`src/rtl/spike_rate_decoder_pkg.sv`:
```
`default_nettype none
//============================================================================
// Module      : spike_dec_pkg
// Description : Shared types and constants for the spike rate decoder:
//               FSM state encoding, default configuration values and a
//               helper returning the saturation limit of a CNT_W counter.
// Revision    : 1.0 - initial release
//============================================================================
package spike_dec_pkg;

    typedef enum logic [0:0] {
        IDLE  = 1'b0,
        COUNT = 1'b1
    } spike_dec_state_e;

    localparam int c_def_window_log2 = 8;
    localparam int c_def_cnt_w       = 8;
    localparam int c_def_n_ch        = 2;

    // Largest value representable in cnt_w bits (2^cnt_w - 1).
    function automatic logic [31:0] sat_limit(input int cnt_w);
        return (32'd1 << cnt_w) - 32'd1;
    endfunction

endpackage
`default_nettype wire

```
`src/rtl/spike_chan_counter.sv`:
```
`default_nettype none
//============================================================================
// Module      : spike_chan_counter
// Description : One decoder channel: spike-event detection, saturating
//               spike counter and per-window saturation flag.
//               Build option SPIKE_DEC_EDGE_EN: count rising edges of the
//               spike line instead of every high cycle.
// Ports       : clk, rst_n    - clock, async active-low reset
//               i_spike       - spike line of this channel
//               i_count_en    - window is running, events may be counted
//               i_clear       - zero counter and flag (idle / window end)
//               o_next_cnt    - count including this cycle's event
//               o_next_sat    - sat flag including this cycle's event
// Revision    : 1.0 - initial release
//============================================================================
module spike_chan_counter
    import spike_dec_pkg::*;
#(
    parameter int CNT_W = c_def_cnt_w
) (
    input  logic             clk,
    input  logic             rst_n,
    input  logic             i_spike,
    input  logic             i_count_en,
    input  logic             i_clear,
    output logic [CNT_W-1:0] o_next_cnt,
    output logic             o_next_sat
);

    localparam logic [CNT_W-1:0] c_limit = CNT_W'(sat_limit(CNT_W));

    logic             w_event;
    logic             w_inc;
    logic             w_at_limit;
    logic [CNT_W-1:0] r_cnt;
    logic             r_sat;

`ifdef SPIKE_DEC_EDGE_EN
    // History tracks the line in every state so a line already high when
    // counting starts does not produce an event.
    logic r_hist;

    always_ff @(posedge clk or negedge rst_n) begin
        if (!rst_n) begin
            r_hist <= 1'b0;
        end else begin
            r_hist <= i_spike;
        end
    end

    assign w_event = i_spike & ~r_hist;
`else
    assign w_event = i_spike;
`endif

    // The next values fold in the current cycle's event so the parent can
    // publish them on the terminal edge without losing the last spike.
    // The flag marks an event that arrived while the count was already at
    // its limit, i.e. a spike that could not be represented.
    always_comb begin
        w_inc      = i_count_en & w_event;
        w_at_limit = (r_cnt == c_limit);
        o_next_cnt = r_cnt;
        if (w_inc && !w_at_limit) begin
            o_next_cnt = r_cnt + CNT_W'(1);
        end
        o_next_sat = r_sat | (w_inc & w_at_limit);
    end

    always_ff @(posedge clk or negedge rst_n) begin
        if (!rst_n) begin
            r_cnt <= '0;
            r_sat <= 1'b0;
        end else if (i_clear) begin
            r_cnt <= '0;
            r_sat <= 1'b0;
        end else if (i_count_en) begin
            r_cnt <= o_next_cnt;
            r_sat <= o_next_sat;
        end
    end

endmodule
`default_nettype wire

```
`src/rtl/spike_rate_decoder.sv`:
```
`default_nettype none
//============================================================================
// Module      : spike_rate_decoder
// Description : Decodes N_CH spike trains into per-channel firing rates by
//               counting events over 2^WINDOW_LOG2-cycle windows and
//               publishing the counts through a valid/ready register.
//               Build option SPIKE_DEC_EDGE_EN: rising-edge event detection.
// Ports       : clk, rst_n   - clock, async active-low reset
//               ena          - decode enable (low holds the block idle)
//               spike_in     - spike lines, bit i = channel i
//               rate         - published counts, ch i at [i*CNT_W +: CNT_W]
//               rate_valid   - rate holds an unconsumed result
//               rate_ready   - consumer accepts rate
//               sat          - per-channel saturation in published window
//               overrun      - sticky, unconsumed result was overwritten
// Revision    : 1.0 - initial release
//============================================================================
module spike_rate_decoder
    import spike_dec_pkg::*;
#(
    parameter int WINDOW_LOG2 = c_def_window_log2,
    parameter int CNT_W       = c_def_cnt_w,
    parameter int N_CH        = c_def_n_ch
) (
    input  logic                  clk,
    input  logic                  rst_n,
    input  logic                  ena,
    input  logic [N_CH-1:0]       spike_in,
    output logic [N_CH*CNT_W-1:0] rate,
    output logic                  rate_valid,
    input  logic                  rate_ready,
    output logic [N_CH-1:0]       sat,
    output logic                  overrun
);

    localparam logic [0:0]             c_st_idle  = IDLE;
    localparam logic [0:0]             c_st_count = COUNT;
    localparam logic [WINDOW_LOG2-1:0] c_win_last = '1;

    logic [0:0]             r_state;
    logic [WINDOW_LOG2-1:0] r_win;
    logic [N_CH*CNT_W-1:0]  r_rate;
    logic [N_CH-1:0]        r_sat;
    logic                   r_valid;
    logic                   r_overrun;

    logic                   w_active;
    logic                   w_terminal;
    logic                   w_publish;
    logic                   w_xfer;
    logic                   w_chan_clear;
    logic [N_CH*CNT_W-1:0]  w_next_rate;
    logic [N_CH-1:0]        w_next_sat;

    // A window only progresses while in COUNT with ena still high; dropping
    // ena aborts the partial window, including on its terminal cycle.
    assign w_active     = (r_state == c_st_count) & ena;
    assign w_terminal   = (r_win == c_win_last);
    assign w_publish    = w_active & w_terminal;
    assign w_xfer       = r_valid & rate_ready;
    assign w_chan_clear = ~w_active | w_terminal;

    generate
        for (genvar gi = 0; gi < N_CH; gi++) begin : g_chan
            spike_chan_counter #(
                .CNT_W (CNT_W)
            ) u_chan (
                .clk        (clk),
                .rst_n      (rst_n),
                .i_spike    (spike_in[gi]),
                .i_count_en (w_active),
                .i_clear    (w_chan_clear),
                .o_next_cnt (w_next_rate[gi*CNT_W +: CNT_W]),
                .o_next_sat (w_next_sat[gi])
            );
        end
    endgenerate

    always_ff @(posedge clk or negedge rst_n) begin
        if (!rst_n) begin
            r_state <= c_st_idle;
        end else begin
            case (r_state)
                c_st_idle:  if (ena)  r_state <= c_st_count;
                c_st_count: if (!ena) r_state <= c_st_idle;
                default:    r_state <= c_st_idle;
            endcase
        end
    end

    // Wraps from the terminal value straight to 0: back-to-back windows.
    always_ff @(posedge clk or negedge rst_n) begin
        if (!rst_n) begin
            r_win <= '0;
        end else if (w_active) begin
            r_win <= r_win + WINDOW_LOG2'(1);
        end else begin
            r_win <= '0;
        end
    end

    always_ff @(posedge clk or negedge rst_n) begin
        if (!rst_n) begin
            r_rate    <= '0;
            r_sat     <= '0;
            r_valid   <= 1'b0;
            r_overrun <= 1'b0;
        end else if (w_publish) begin
            r_rate  <= w_next_rate;
            r_sat   <= w_next_sat;
            r_valid <= 1'b1;
            if (r_valid && !rate_ready) begin
                r_overrun <= 1'b1;
            end else if (w_xfer) begin
                r_overrun <= 1'b0;
            end
        end else if (w_xfer) begin
            r_valid   <= 1'b0;
            r_overrun <= 1'b0;
        end
    end

    assign rate       = r_rate;
    assign sat        = r_sat;
    assign rate_valid = r_valid;
    assign overrun    = r_overrun;

endmodule
`default_nettype wire
```
`config.mk`:
```
export PLATFORM = sky130hd
export DESIGN_NAME = spike_rate_decoder
export DESIGN_NICKNAME = d
export VERILOG_FILES = /design/src/rtl/spike_rate_decoder_pkg.sv /design/src/rtl/spike_chan_counter.sv /design/src/rtl/spike_rate_decoder.sv
export SDC_FILE = /design/constraint.sdc
export NUM_CORES = 1
export LEC_CHECK = 0
export BUFFER_PORTS_ARGS = -buffer_cell sky130_fd_sc_hd__buf_2
export CAP_MARGIN = 20
export CORE_MARGIN = 4
export CORE_UTILIZATION = 30
export CTS_BUF_LIST = sky130_fd_sc_hd__clkbuf_8
export CTS_CLUSTER_DIAMETER = 40
export DETAILED_ROUTE_END_ITERATION = 8
export GPL_ROUTABILITY_DRIVEN = 0
export HOLD_SLACK_MARGIN = 0.08
export PLACE_DENSITY = 0.49
export RECOVER_POWER = 100
export SLEW_MARGIN = 20
export SYNTH_ARGS = -nofsm -noshare
export SYNTH_HDL_FRONTEND = slang
export SYNTH_SLANG_ARGS = --single-unit
```
`constraint.sdc`:
```
create_clock -name clk -period 2.3 [get_ports clk]
set_clock_uncertainty 0.05 [all_clocks]
set_input_delay 0.46 -clock clk [delete_from_list [all_inputs] [get_ports clk]]
set_output_delay 0.46 -clock clk [all_outputs]
set_load 0.01 [all_outputs]
```
## After elaboration in Yosys (flattened, before gate mapping)

Index checks and enable logic that the tools add are counted.
Widths: inputs -> output; s select.

- Output and inout port bits: 20
- Bits in registers: 47

- Add/sub/neg operators: 3
- Equality and inequality tests: 3
- Muxes and demuxes: 17
- Reductions and logical operators: 8
- Bitwise operators: 11

Operators with widths:

| cell | number |
|---|---|
| $mux 8 | 7 |
| $add 8x1->8 const B | 3 |
| $eq 8x8->1 const B | 3 |
| $mux 1 | 10 |
| $and 1x1->1 | 7 |
| $reduce_bool 2->1 | 2 |
| $logic_and 1x1->1 | 3 |
| $logic_not 1->1 | 3 |
| $or 1x1->1 | 3 |
| $not 1->1 | 1 |

## Depth between registers and ports, before layout

Gate-level depths: netlist of the first run.

- Depth in word-level cells: 6
- Depth in mapped cells: 6
- Gate-level depth less buffers: 5

## Cells and area by module

From an unflattened synthesis of the first run, not the netlist that was laid out.

- Cells, all modules: 209
- Area, all modules: 2,363.5 µm²

Modules (own cells, without submodules):

| module | cells each | instances | area each (µm²) |
|---|---|---|---|
| spike_chan_counter | 63 | 2 | 606.8 |
| spike_rate_decoder | 83 | 1 | 1,149.9 |

## Least setup slack after synthesis of the first run

No wires, ideal clock.

- Path type: flip-flop to flip-flop
- From: register g_chan[0].u_chan.r_cnt[0]
- To: register r_rate[6], in the netlist rate[6]
- Data arrival time: 1.562 ns
- Stages on the path, launching flop included: 6
- Path buffers: 0
- Library setup time: 0.125 ns
- Clock period less this slack: 1.737 ns
- Setup slack: 0.563 ns
- Path through: dfrtp_1 ha_1 and3_1 nand4_1 mux2_4 mux2_4

- Longest elaborated chain between the ends: 4
- Elaborated cells on any way between the ends: 5
- Those cells by class: add/sub: 1; eq/ne: 1; mux: 1; reduce/logical: 2

Ends and longest elaborated chain:

| what | line | text |
|---|---|---|
| start, declared | spike_chan_counter.sv:35 | `logic [CNT_W-1:0] r_cnt;` |
| start signal, assigned | spike_chan_counter.sv:78 | `r_cnt <= o_next_cnt;` |
| branches (longest 3 deep; another with $add 8x1->8) | n/a |  |
| $mux 8 (*) | spike_chan_counter.sv:64 | `if (w_inc && !w_at_limit) begin` |
| end signal, assigned | spike_rate_decoder.sv:109 | `r_rate <= w_next_rate;` |
| end, declared | spike_rate_decoder.sv:42 | `logic [N_CH*CNT_W-1:0] r_rate;` |

Mark *: on every way between the ends.
A chain may end at the register's enable or synchronous reset.

## Worst setup path in the final report of the first run

- From: register r_win[0]
- To: register g_chan[1].u_chan.r_cnt[7]

- Longest elaborated chain between the ends: 3
- Elaborated cells on any way between the ends: 4
- Those cells by class: eq/ne: 1; mux: 1; bitwise: 1; reduce/logical: 1

Ends and longest elaborated chain:

| what | line | text |
|---|---|---|
| start, declared | spike_rate_decoder.sv:41 | `logic [WINDOW_LOG2-1:0] r_win;` |
| start signal, assigned | spike_rate_decoder.sv:96 | `r_win <= r_win + WINDOW_LOG2'(1);` |
| $eq 8x8->1 (*) | spike_rate_decoder.sv:58 | `assign w_terminal = (r_win == c_win_last);` |
| $or 1x1->1 (*) | spike_rate_decoder.sv:61 | `assign w_chan_clear = ~w_active \| w_terminal;` |
| $mux 8 or $reduce_bool 2->1 (tied branches) | n/a |  |
| end signal, assigned | spike_chan_counter.sv:78 |  |
| end, declared | spike_chan_counter.sv:35 |  |

Every way passes the cells marked *; elsewhere a longest branch is shown, timed or not.

==> out/metrics.yaml, run 1 <==
outcome: "completed"
cts.sinks: 47
seqPwrFrac: 0.613
ys_types: 39
use_met2: 0.157
p_leak_uw: 0.00109
dr.pass1.iters: 4
p_switching_uw: 316
hold_class: "input pin to flip-flop"
cp-end-kind: "flip-flop"
synthCells: 197
antenna_cells: 0
drt-wirelength-per-cell_um: 13.8
crit_path_cell_trace: "ha_1, nand3_1, o21ai_1, clkbuf_1, nor3_1"
cts_resized: 0
yosys.area.top_type: "dfrtp_1"
rsz0062_at_grt: "false"
fp.dieArea_um2: 8530
cts_setup_buffers: 0
fin_cells: 322
drc: 0
cap_violations: 0
grt_util_all_layers: 0.111
die_w_um: 92.4
p_clk_frac: 0.354
met3_usage: 0.0309
fin_setup_tns_ps: 0
critical-path-slowest-cell: "clkbuf_1"
synth_nets: 206
gr-total-overflow: 0
hold_buffers: 0
grt_pass1_wl_um: 7580
min_from: "rate_ready"
setup_viol: 0
synth-seq-cells: 47
insertion_delay_ps: 300
worstMarginPinSlew_ps: 1170
io_buffers: 25
area_growth_syn_to_layout_pct: 12.9
power_density_nw_per_um2: 564
cts_tree: "yes"
drtIter0Drc: 46
crit_arrival_ps: 2020
die_y_um: 92.4
max_stage_delay_ps: 680
dpl.cell_count: 314
core_um2: 6870
htreeDepth: 2
seq_area_frac_synth: 0.551
min_period_ps: 1920
critPathKind: "flip-flop to flip-flop"
synth_area_leaders: "dfrtp_1 (55%), a21oi_1 (4.2%), nor2_1 (4.0%), mux2_2 (2.6%), xor2_1 (2.5%)"
netlist.area_leader.share: 0.551
slew-limit-headroom: 0.220
met1_usage: 0.163
path_max_fanout: 18
std_cell_rows: 30
avgSynthCellArea_um2: 10.8
irDropWorstVdd_mv: 0.186
crit_path_start_kind: "flip-flop"
routed_wl_um: 4450
worstPathRequired_ps: 2400
vias_per_cell: 4.73
drive_above_1_share: 0.0973
period_share: 0.836
io_pins: 26
dp_hpwl_um: 2940
hold_viol: 0
num-fill-cells: 717
clk_pin_slew_ps: 90
start_util: 0.311
cts-root-buf: "clkbuf_8"
grt_max_degree: 48
grt.busiest_layer: "met1"
pre_cts_slack_ps: 396
clock.fmax_mhz: 520
clockBufferDepth: 2
holdWs_ps: 293
p_int_uw: 1040
cts_buffers: 5
layout_setup_ws_ps: 378
grt_antenna_before_repair: 0
synth_area_um2: 2140
slew_viol_final: 0
reg2reg_from: "r_win[0]$_DFF_PN0_"
yosys_warnings: 0
switching_share: 0.233
grt_pass1_vias: 1489
antenna_left: 0
power_frac_comb: 0.033
via_count: 1523
cp-startpoint: "r_win[0]$_DFF_PN0_"
nets: 234
-- cell type report --
type / count / area [µm²] / area share
multi-input combinational: 139 / 892 / 0.370
tap: 96 / 120 / 0.0498
inverter: 4 / 15.0 / 0.00622
sequential: 47 / 1180 / 0.488
clock inverter: 3 / 12.5 / 0.00519
timing repair buffer: 28 / 128 / 0.0529
clock buffer: 5 / 68.8 / 0.0285
-- cells in the final DEF, fill, tap and decap left out, types with 6 or more instances in the layout --
master and count:
dfrtp_1 47, nor2_1 23, clkbuf_1 22, a21oi_1 18, nand3_1 7, o21ai_0 7, nor2b_1 7, xor2_1 6
nand4_1 6, a31oi_1 6, inv_1 6
-- cell usage after synthesis (all sizes together) --
cell / instances
nor4: 1
o31ai: 1
a21bo: 1
a41oi: 4
or3: 3
nand2b: 2
nor2: 23
nor3: 5
mux2i: 3
a21o: 2
a311oi: 1
o21ai: 8
nand2: 5
xor2: 6
o211ai: 1
and2: 3
xnor2: 2
and3: 6
mux2: 7
nand3: 7
nand4: 7
clkbuf: 2
dfrtp: 47
and4: 5
inv: 4
o22ai: 2
nor2b: 7
a31oi: 6
a21oi: 18
buf: 5
ha: 3
-- kinds of logic after synthesis --
| family | count (synthesis) | share of synthesized area |
|---|---|---|
| flops | 47 | 0.551 |
| xor+xnor | 8 | 0.0328 |
| compound gates | 44 | 0.124 |
| fa+ha+maj | 3 | 0.0176 |
| simple gates | 74 | 0.194 |
| mux | 10 | 0.0545 |
| buf+inv | 11 | 0.0264 |
-- metal layers --
metal  part of all wire  routed length, µm
met5                  0                  0
met4             0.0094                 42
met3              0.037                166
met2               0.44               1980
met1               0.51               2260
-- flip-flops by register name, indices dropped and copies added, names as in the netlist, named ones only --
name and flops:
g_chan.u_chan.r_cnt 16, rate 16, r_win 8, g_chan.u_chan.r_sat 2, sat 2, r_state 1
rate_valid 1
-- critical path, delay by kind of cell, from the launching register on --
family	cells	cell delay [ps]
DFF	1	380
and+or+nand+nor	2	270
buffers and inverters	1	680
adders and majority gates	1	250
AOI/OAI and AO/OA	1	130
-- through the flow --
step | total power (µW) | util | instance area [µm²]
5_1_grt | 1430 | 0.351 | 2410
4_1_cts | 1390 | 0.360 | 2470
3_5_place_dp | 903 | 0.348 | 2390
6_report | 1360 | 0.351 | 2410
2_1_floorplan | 868 | - | 2140
3_3_place_gp | 903 | 0.348 | 2390
-- path summary, 6_finish.rpt --
path                                                         end  slack [ps]  cells past startpoint
max                        g_chan[1].u_chan.r_cnt[7]$_DFFE_PN0P_         380                      5
min                                                    flip-flop         290                      2
max reg2reg                g_chan[1].u_chan.r_cnt[7]$_DFFE_PN0P_         380                      5
min reg2reg                                   r_win[0]$_DFF_PN0_         420                      1
max in group asynchronous  g_chan[0].u_chan.r_cnt[5]$_DFFE_PN0P_        1060                      2
min in group asynchronous                     r_win[5]$_DFF_PN0_         410                      2
-- power by group through the flow --
stage / registers (µW) / logic (µW) / clock network (µW)
2_1_floorplan: 849 / 19.1 / 0
3_3_place_gp: 849 / 53.5 / 0
3_5_place_dp: 850 / 53.6 / 0
4_1_cts: 833 / 54.0 / 505
5_1_grt: 834 / 53.9 / 539
6_report: 833 / 45.5 / 481
Note: power is estimated with default switching activity, not from simulation.
==> run 2, diff against run 1 <==
- ABC_AREA: not set -> 1
- PLACE_DENSITY: 0.49 -> 0.5
- clock period: 2.3 -> 1.68 ns (I/O delays scaled with it)
==> out/metrics.yaml, run 2 <==
outcome: "completed"
clock.fmax_mhz: 652
place_area_um2: 2600
synth_compound_area_frac: 0.0639
design_area_um2: 2720
slew-limit-headroom: 0.710
synthFlopType: "dfrtp_1"
insertion_delay_ps: 310
reg2regPathDepth: 10
core_um2: 7370
hold_viol: 0
cts-root-buf: "clkbuf_8"
routed_wl_um: 4800
drive_above_1_share: 0.123
synth_common_cells: "nand2_1 (89), dfrtp_1 (47), inv_1 (34), nor2_1 (28), nand3_1 (21)"
seq_area_frac_synth: 0.509
cap_violations: 0
die_w_um: 95.7
hold_class: "input pin to flip-flop"
io_buffers: 25
synth-seq-cells: 47
synth-async-reset-ratio: 1.00
fp.dieArea_um2: 9170
vias_per_cell: 4.32
synth_top_family_by_area: "simple AND/OR/NAND/NOR gates"
cp-startpoint: "g_chan[1].u_chan.r_cnt[0]$_DFFE_PN0P_"
avgSynthCellArea_um2: 8.10
std_cell_rows: 31
grt_pass1_vias: 1775
gr-total-overflow: 0
grt_antenna_before_repair: 0
grt_util_all_layers: 0.118
dr.pass1.iters: 4
cts_buffers: 5
crit_path_start_kind: "flip-flop"
htreeDepth: 2
r2r_setup_slack_ps: 150
start_util: 0.313
grt_max_degree: 32
via_count: 1831
ys_types: 24
synth-simple-area-share: 0.317
dp_hpwl_um: 3430
irDropWorstVdd_mv: 0.293
clk_pin_slew_ps: 90
synth-adder-area-share: 0.0163
r2r-end: "rate[11]$_DFFE_PN0P_"
worstSetupEndpoint: "rate[11]$_DFFE_PN0P_"
netlist.area_leader.share: 0.509
period_share: 0.913
p_leak_uw: 0.00129
worstPathRequired_ps: 1830
worstMarginPinSlew_ps: 434
cts_tree: "yes"
synth_edf_count: 0
antenna_cells: 0
area_growth_syn_to_layout_pct: 17.8
reg2reg_from: "g_chan[1].u_chan.r_cnt[0]$_DFFE_PN0P_"
synth_area_leaders: "dfrtp_1 (51%), nand2_1 (14%), inv_1 (5.5%), nand3_1 (4.6%), nor2_1 (4.6%)"
path_max_fanout: 10
io_pins: 26
synth_area_um2: 2310
crit_arrival_ps: 1690
grt_pass1_wl_um: 8320
slew_viol_final: 0
final_common_cell: "nand2_1"
setup_viol: 0
yosys_warnings: 0
min_period_ps: 1530
drc: 0
yosys.area_share.xor_xnor: 0.0152
nets: 333
power_density_nw_per_um2: 773
drtIter0Drc: 83
critPathKind: "flip-flop to flip-flop"
cts.sinks: 47
antenna_left: 0
synth_mux_area_frac: 0
layout_common_cells: "nand2_1 (91), dfrtp_1 (47), inv_1 (34)"
synthCells: 285
power_uw: 2100
die_y_um: 95.7
yosysMostFrequentCell: "nand2_1"
clockBufferDepth: 2
synth_nets: 294
yosys.area.top_type: "dfrtp_1"
drt-wirelength-per-cell_um: 11.3
cp-end-kind: "flip-flop"
run 2: through the flow:
step / instances / setup TNS [ps] / worst slack, ps / hold WS [ps] / utilization
final: 424 / 0 / 146 / 100 / 0.369
after global routing: 424 / -9.04 / -9.04 / 94.8 / 0.369
after CTS: 421 / 0 / 37.9 / 94.6 / 0.370
after detailed placement: 412 / 0 / 63.1 / 248 / 0.353
after global placement: 412 / 0 / 63.1 / 258 / 0.353
after floorplan: 285 / 0 / 257 / -9.59 / -
run 2: critical path: stages (launching register included):
cell and delay [ps]:
dfrtp_1 390, ha_2 200, nand2_1 100, nor2_4 160, nand2_4 110, nand2_4 120, inv_1 40, nand2_1 70
nand2_1 70, nand2_1 70, nand2_1 50
run 2: layout make-up:
| cell class | count | area (µm²) |
|---|---|---|
| inverter | 35 | 131 |
| tap | 99 | 124 |
| clock buffer | 6 | 82.6 |
| sequential | 47 | 1180 |
| clock inverter | 2 | 35.0 |
| timing repair buffer | 38 | 211 |
| fill | 805 | 4650 |
| multi-input combinational | 197 | 960 |
run 2: worst min path at each step:
stage	from	to	slack, ps	depth (start not counted)
after floorplan	rst_n	asynchronous set/reset pin	-10	0
after global placement	rst_n	rate[0]$_DFFE_PN0P_	260	1
after detailed placement	rst_n	rate[1]$_DFFE_PN0P_	250	1
after CTS	ena	r_state$_DFF_PN0_	90	1
after global routing	ena	r_state$_DFF_PN0_	90	1
final	ena	r_state$_DFF_PN0_	100	1
run 2: kinds of logic (layout without fill, tap and decap cells):
kind of cell | count (synthesis) | in the layout
and+or+nand+nor | 163 | 163
DFF | 47 | 47
buffers and inverters | 41 | 81
AOI/OAI and AO/OA | 27 | 27
xor gates and xnor gates | 4 | 4
adders and majority gates | 3 | 3
run 2: report_power, final:
| group | leakage [µW] | total (µW) | internal (µW) | switching [µW] |
|---|---|---|---|---|
| Sequential | 0.000653 | 1140 | 1140 | 3.73 |
| Clock | 0.0000612 | 878 | 482 | 396 |
| Combinational | 0.000576 | 86.0 | 25.8 | 60.3 |
| Total | 0.00129 | 2100 | 1640 | 460 |
run 2: per-layer routing:
metal  global-route usage  vias to the layer above  share of wire
met5                    0                        -              0
met4               0.0498                        0          0.020
met3               0.0266                        8          0.044
met2                0.184                       31           0.43
met1                0.156                      814           0.50
li1                     -                      978              -
run 2: what timing repair did:
| item | in CTS | in global routing |
|---|---|---|
| gates resized for setup | 0 | 4 |
| setup endpoints to repair | 0 | 5 |
| hold buffers | 1 | 0 |
| buffers inserted | 0 | 3 |
| endpoints found under the hold margin | 16 | 0 |
